--- config.mk ---
export PLATFORM = sky130hd
export DESIGN_NAME = mem_port_arbiter
export DESIGN_NICKNAME = d
export VERILOG_FILES = /design/src/rtl/arb_types.sv /design/src/rtl/mem_port_arbiter.sv
export SDC_FILE = /design/constraint.sdc
export NUM_CORES = 1
export LEC_CHECK = 0
export ABC_AREA = 1
export CORE_ASPECT_RATIO = 1.4
export CORE_MARGIN = 5
export CORE_UTILIZATION = 32
export DETAILED_ROUTE_END_ITERATION = 16
export PLACE_DENSITY = 0.75
export SLEW_MARGIN = 20
export SYNTH_ARGS = -nofsm -noshare
export SYNTH_HDL_FRONTEND = slang
export SYNTH_SLANG_ARGS = --single-unit
--- constraint.sdc ---
create_clock -name clk -period 1.2 [get_ports clk]
set_input_delay 0.12 -clock clk [delete_from_list [all_inputs] [get_ports clk]]
set_output_delay 0.12 -clock clk [all_outputs]
set_load 0.03 [all_outputs]
--- src/rtl/arb_types.sv ---
// Shared types for the memory port arbiter.
//   arb_state_t : arbiter FSM states
//   arb_grant_t : which requester last received the port
//   rr_pick     : round-robin choice between the fetch and data sides
package arb_types;

  typedef enum logic [1:0] {
    IDLE    = 2'd0,
    SERVE_I = 2'd1,
    SERVE_D = 2'd2,
    DRAIN_I = 2'd3
  } arb_state_t;

  typedef enum logic {
    GRANT_I = 1'b0,
    GRANT_D = 1'b1
  } arb_grant_t;

  // Fetch wins when it is alone, or on a tie when data had the last grant.
  function automatic arb_grant_t rr_pick(input logic i_req,
                                         input logic d_req,
                                         input arb_grant_t last_grant);
    if (i_req && (!d_req || last_grant == GRANT_D)) begin
      return GRANT_I;
    end
    return GRANT_D;
  endfunction

endpackage

--- src/rtl/mem_port_arbiter.sv ---
// mem_port_arbiter: shares one memory port between the instruction fetcher
// (read-only) and the load/store unit (read/write).
// Ports:
//   clk, rst             clock, synchronous active-high reset
//   fls                  pipeline flush, cancels fetch-side traffic only
//   i_read, i_address    fetch request (held until i_resp)
//   i_rdata, i_resp      fetch read data and one-cycle completion
//   d_read, d_write      LSU request (held until d_resp)
//   d_wmask, d_address, d_wdata   LSU request payload
//   d_rdata, d_resp      LSU read data and one-cycle completion
//   mem_read, mem_write, mem_wmask, mem_address, mem_wdata  registered port
//   mem_rdata, mem_resp  memory read data and one-cycle completion
module mem_port_arbiter
  import arb_types::*;
#(
  parameter int ADDR_WIDTH = 32,
  parameter int DATA_WIDTH = 32
) (
  input  logic                    clk,
  input  logic                    rst,
  input  logic                    fls,
  input  logic                    i_read,
  input  logic [ADDR_WIDTH-1:0]   i_address,
  output logic [DATA_WIDTH-1:0]   i_rdata,
  output logic                    i_resp,
  input  logic                    d_read,
  input  logic                    d_write,
  input  logic [DATA_WIDTH/8-1:0] d_wmask,
  input  logic [ADDR_WIDTH-1:0]   d_address,
  input  logic [DATA_WIDTH-1:0]   d_wdata,
  output logic [DATA_WIDTH-1:0]   d_rdata,
  output logic                    d_resp,
  output logic                    mem_read,
  output logic                    mem_write,
  output logic [DATA_WIDTH/8-1:0] mem_wmask,
  output logic [ADDR_WIDTH-1:0]   mem_address,
  output logic [DATA_WIDTH-1:0]   mem_wdata,
  input  logic [DATA_WIDTH-1:0]   mem_rdata,
  input  logic                    mem_resp
);

  localparam int MASK_WIDTH = DATA_WIDTH / 8;

  arb_state_t              state_reg, state_next;
  arb_grant_t              last_grant_reg, last_grant_next;
  logic                    mem_read_reg, mem_read_next;
  logic                    mem_write_reg, mem_write_next;
  logic [MASK_WIDTH-1:0]   mem_wmask_reg, mem_wmask_next;
  logic [ADDR_WIDTH-1:0]   mem_address_reg, mem_address_next;
  logic [DATA_WIDTH-1:0]   mem_wdata_reg, mem_wdata_next;
  logic                    i_req;
  logic                    d_req;

  assign i_req = i_read & ~fls;
  assign d_req = d_read | d_write;

  // Read data is a plain pass-through; only the resp pulses are qualified.
  assign i_rdata     = mem_rdata;
  assign d_rdata     = mem_rdata;
  assign mem_read    = mem_read_reg;
  assign mem_write   = mem_write_reg;
  assign mem_wmask   = mem_wmask_reg;
  assign mem_address = mem_address_reg;
  assign mem_wdata   = mem_wdata_reg;

  always_comb begin
    state_next       = state_reg;
    last_grant_next  = last_grant_reg;
    mem_read_next    = mem_read_reg;
    mem_write_next   = mem_write_reg;
    mem_wmask_next   = mem_wmask_reg;
    mem_address_next = mem_address_reg;
    mem_wdata_next   = mem_wdata_reg;
    i_resp           = 1'b0;
    d_resp           = 1'b0;

    case (state_reg)
      IDLE: begin
        if (i_req || d_req) begin
          if (rr_pick(i_req, d_req, last_grant_reg) == GRANT_I) begin
            state_next       = SERVE_I;
            last_grant_next  = GRANT_I;
            mem_read_next    = 1'b1;
            mem_write_next   = 1'b0;
            mem_wmask_next   = '0;
            mem_address_next = i_address;
            mem_wdata_next   = '0;
          end else begin
            state_next       = SERVE_D;
            last_grant_next  = GRANT_D;
            // A simultaneous read+write is illegal; the write takes priority.
            mem_read_next    = d_read & ~d_write;
            mem_write_next   = d_write;
            mem_wmask_next   = d_wmask;
            mem_address_next = d_address;
            mem_wdata_next   = d_wdata;
          end
        end
      end

      SERVE_I: begin
        // A flush in the completion cycle swallows the response.
        i_resp = mem_resp & ~fls & ~rst;
        if (mem_resp) begin
          state_next     = IDLE;
          mem_read_next  = 1'b0;
          mem_write_next = 1'b0;
        end else if (fls) begin
          state_next = DRAIN_I;
        end
      end

      DRAIN_I: begin
        // The memory still owes a response for the cancelled fetch; keep the
        // request on the port and wait for it silently.
        if (mem_resp) begin
          state_next     = IDLE;
          mem_read_next  = 1'b0;
          mem_write_next = 1'b0;
        end
      end

      SERVE_D: begin
        d_resp = mem_resp & ~rst;
        if (mem_resp) begin
          state_next     = IDLE;
          mem_read_next  = 1'b0;
          mem_write_next = 1'b0;
        end
      end

      default: begin
        state_next = IDLE;
      end
    endcase
  end

  always_ff @(posedge clk) begin
    if (rst) begin
      state_reg       <= IDLE;
      last_grant_reg  <= GRANT_D;
      mem_read_reg    <= 1'b0;
      mem_write_reg   <= 1'b0;
      mem_wmask_reg   <= '0;
      mem_address_reg <= '0;
      mem_wdata_reg   <= '0;
    end else begin
      state_reg       <= state_next;
      last_grant_reg  <= last_grant_next;
      mem_read_reg    <= mem_read_next;
      mem_write_reg   <= mem_write_next;
      mem_wmask_reg   <= mem_wmask_next;
      mem_address_reg <= mem_address_next;
      mem_wdata_reg   <= mem_wdata_next;
    end
  end

endmodule

==> impl_metrics.env <==
export IMPL_status="complete, but fails checks"
export IMPL_violations="negative setup slack"
export IMPL_drive_gt1_share_pct=34.6
export IMPL_clock_skew_ns=0.00907
export IMPL_row_count=47
export IMPL_nets=828
export IMPL_total_placed_instance_area_um2=5550
export IMPL_clk_transition_reported_paths_ns=0.07
export IMPL_clk_latency_ns=0.34
export IMPL_yosys_area_top_type_share_pct=37.6
export IMPL_setup_ws_ns=-0.167
export IMPL_synth_cell_area_um2=3890
export IMPL_post_drt_via_cell_ratio=4.83
export IMPL_ctsLongestPathBuffers=2
export IMPL_pin_count=275
export IMPL_achievable_frequency_mhz=732
export IMPL_maxSlewViolCount=0
export IMPL_antenna_found_initial=1
export IMPL_placed_cells_incl_taps=799
export IMPL_drv_cap=0
export IMPL_synth_seq_cells=73
export IMPL_synth_distinct_cells=23
export IMPL_setup_tns_ns=-7.75
export IMPL_synth_top_cells_by_count="114 x sky130_fd_sc_hd__nand2_1, 100 x sky130_fd_sc_hd__nand3_1, 73 x sky130_fd_sc_hd__dfxtp_1"
export IMPL_worst_endpoint_arrival_ns=1.64
export IMPL_cts_root_buffer="sky130_fd_sc_hd__clkbuf_16"
export IMPL_ys_seq_area_share_pct=37.6
export IMPL_synthesis_nets=691
export IMPL_core_occupancy_in_the_finished_layout_pct=58.3
export IMPL_route_final_wire_length_um=14700
export IMPL_synth_top_cell_by_area="sky130_fd_sc_hd__dfxtp_1"
export IMPL_worst_hold_path_type="input pin to flop"
export IMPL_setup_worst_path_start_class="flop"
export IMPL_post_cts_hold_buffer_count=0
export IMPL_area_growth_pct=78.1
export IMPL_number_of_global_route_vias_before_repair=3778
export IMPL_tritoncts_clock_tree="yes"
export IMPL_post_synth_inst_count=552
export IMPL_gp_congestion=0.815
export IMPL_post_route_cell_area_um2=6930
export IMPL_wire_length_of_the_first_global_routing_pass_um=19900
export IMPL_setup_repair_after_global_routing_missed_its_margin="true"
export IMPL_post_synth_cell_area_avg_um2=7.04
export IMPL_fin_crit_ns=1.37
export IMPL_drt_initial_drc_count=195
export IMPL_worst_slew_pin_slew_ns=0.390
export IMPL_timing_critical_path_fanout_max=7
export IMPL_leakagePower_nw=3.06
export IMPL_initial_utilization_pct=32.7
export IMPL_end_kind="flop"
export IMPL_grt_util_all_layers_pct=17.7
export IMPL_post_route_drc_count=0
export IMPL_core_footprint_um2=11900
export IMPL_slew_limit_headroom_pct=73.8
export IMPL_dieArea_um2=14500
export IMPL_detailedPlacementHpwl_um=9160
export IMPL_report_final_hold_viol_count=0
export IMPL_place_port_buffers=178
export IMPL_largest_voltage_drop_on_the_vdd_net_v=0.00140
export IMPL_remaining_antenna_violation_count=0
export IMPL_synth_top_cells_by_area="sky130_fd_sc_hd__dfxtp_1 38%, sky130_fd_sc_hd__buf_4 14%, sky130_fd_sc_hd__nand3_1 13%, sky130_fd_sc_hd__nand2_1 11%, sky130_fd_sc_hd__a21oi_1 9.0%"
export IMPL_h_tree_depth=3
export IMPL_grt_overflow_total=0
export IMPL_vias=4070
export IMPL_detail_route_first_pass_iterations=4
export IMPL_grt_max_degree=40
export IMPL_synthesis_yosys_warnings=0
export IMPL_finalSetupViolCount=75
export IMPL_number_of_clock_sinks_seen_by_cts=73
export IMPL_die_height_um=140
export IMPL_floorplan_die_width_um=103
export IMPL_final_min_period_over_clock_period_pct=114
export IMPL_avgRoutedWirePerCell_um=17.5
export IMPL_final_fill_count=1032
export IMPL_synthMostInstantiatedCell="sky130_fd_sc_hd__nand2_1"
export IMPL_data_required_time_at_the_worst_endpoint_ns=1.47
export IMPL_cellPowerDensity_nw_per_um2=1710
export IMPL_number_of_enable_type_register_cells_in_the_synthesized_netlist=0
export IMPL_worstSetupPathType="flop to flop"
export IMPL_layout_cells_non_filler=842
export IMPL_synthArstFlopShare_pct=0
export IMPL_synth_flop_cell="sky130_fd_sc_hd__dfxtp_1"
export IMPL_numCtsBuffers=9
## path summary, 6_finish.rpt
path	start	to	slack [ns]	cells after the start
setup / recovery	state_reg[0]	mem_wdata[6]	-0.17	8
setup reg to reg	state_reg[0]	mem_wdata[6]	-0.17	8
hold reg to reg	mem_wdata[24]	mem_wdata[24]	0.46	2
hold / removal	rst	mem_address[10]	0.18	4
## timing repair
item                                    in CTS  in global routing
endpoints found under the setup margin     117                120
cloned                                       5                  8
gates resized for setup                    131                180
setup buffers                               10                  3
pin swaps                                    6                 49
## cell families after synthesis
logic type / share of synthesized area [%]
simple gates: 28.5
buf+inv: 24.3
flops: 37.6
compound gates: 9.62
## cells in the final DEF, fill, tap and decap left out, types with 9 or more instances in the layout
master,n
sky130_fd_sc_hd__a21oi_1,30
sky130_fd_sc_hd__nand2_1,107
sky130_fd_sc_hd__clkdlybuf4s15_1,26
sky130_fd_sc_hd__dfxtp_1,70
sky130_fd_sc_hd__nand3_4,14
sky130_fd_sc_hd__a21oi_2,40
sky130_fd_sc_hd__nand3_2,51
sky130_fd_sc_hd__clkdlybuf4s50_1,102
sky130_fd_sc_hd__nand3_1,43
sky130_fd_sc_hd__buf_4,15
sky130_fd_sc_hd__inv_1,67
sky130_fd_sc_hd__clkbuf_16,15
sky130_fd_sc_hd__buf_6,9
sky130_fd_sc_hd__clkbuf_2,27
sky130_fd_sc_hd__buf_12,18
## stage by stage
stage	worst slack [ns]	hold slack (ns)	power (W)
2_1_floorplan	-0.0264	0.263	0.00580
3_3_place_gp	-0.411	0.240	0.00723
3_5_place_dp	-0.443	0.240	0.00729
4_1_cts	-0.161	0.197	0.0110
5_1_grt	-0.240	0.221	0.0124
6_report	-0.167	0.185	0.0119
## layer usage
layer | vias to the layer above | GRT usage (%) | wire [um]
li1 | 1961 | - | -
met3 | 69 | 5.87 | 1180
met5 | - | 0 | 13
met4 | 2 | 8.73 | 696
met1 | 1893 | 18.1 | 4980
met2 | 145 | 31.3 | 7840
## critical path: stages (launching register included)
cell and delay [ns]:
sky130_fd_sc_hd__dfxtp_2 0.33, sky130_fd_sc_hd__buf_6 0.12, sky130_fd_sc_hd__nor2_4 0.16, sky130_fd_sc_hd__nand2_8 0.16, sky130_fd_sc_hd__clkinv_16 0.11, sky130_fd_sc_hd__buf_12 0.11, sky130_fd_sc_hd__buf_8 0.10, sky130_fd_sc_hd__nand3_2 0.06
sky130_fd_sc_hd__a21oi_2 0.13
## power by group
group / internal [W] / switching, W / total (W)
Sequential: 0.00285 / 0.000252 / 0.00311
Clock: 0.00206 / 0.00117 / 0.00323
Combinational: 0.00255 / 0.00298 / 0.00553
Total: 0.00746 / 0.00440 / 0.0119
## area by class of cell
class | count | area (um2) | share of cell area, %
multi-input combinational | 308 | 2080 | 30.1
timing repair inverter | 2 | 32.5 | 0.470
sequential | 73 | 1470 | 21.2
timing repair buffer | 223 | 2510 | 36.2
clock buffer | 9 | 225 | 3.25
inverter | 72 | 299 | 4.32
clock inverter | 7 | 126 | 1.82
antenna | 1 | 2.50 | 0.0361
tap | 147 | 184 | 2.66
No activity file was read; power rests on OpenSTA's default activity.
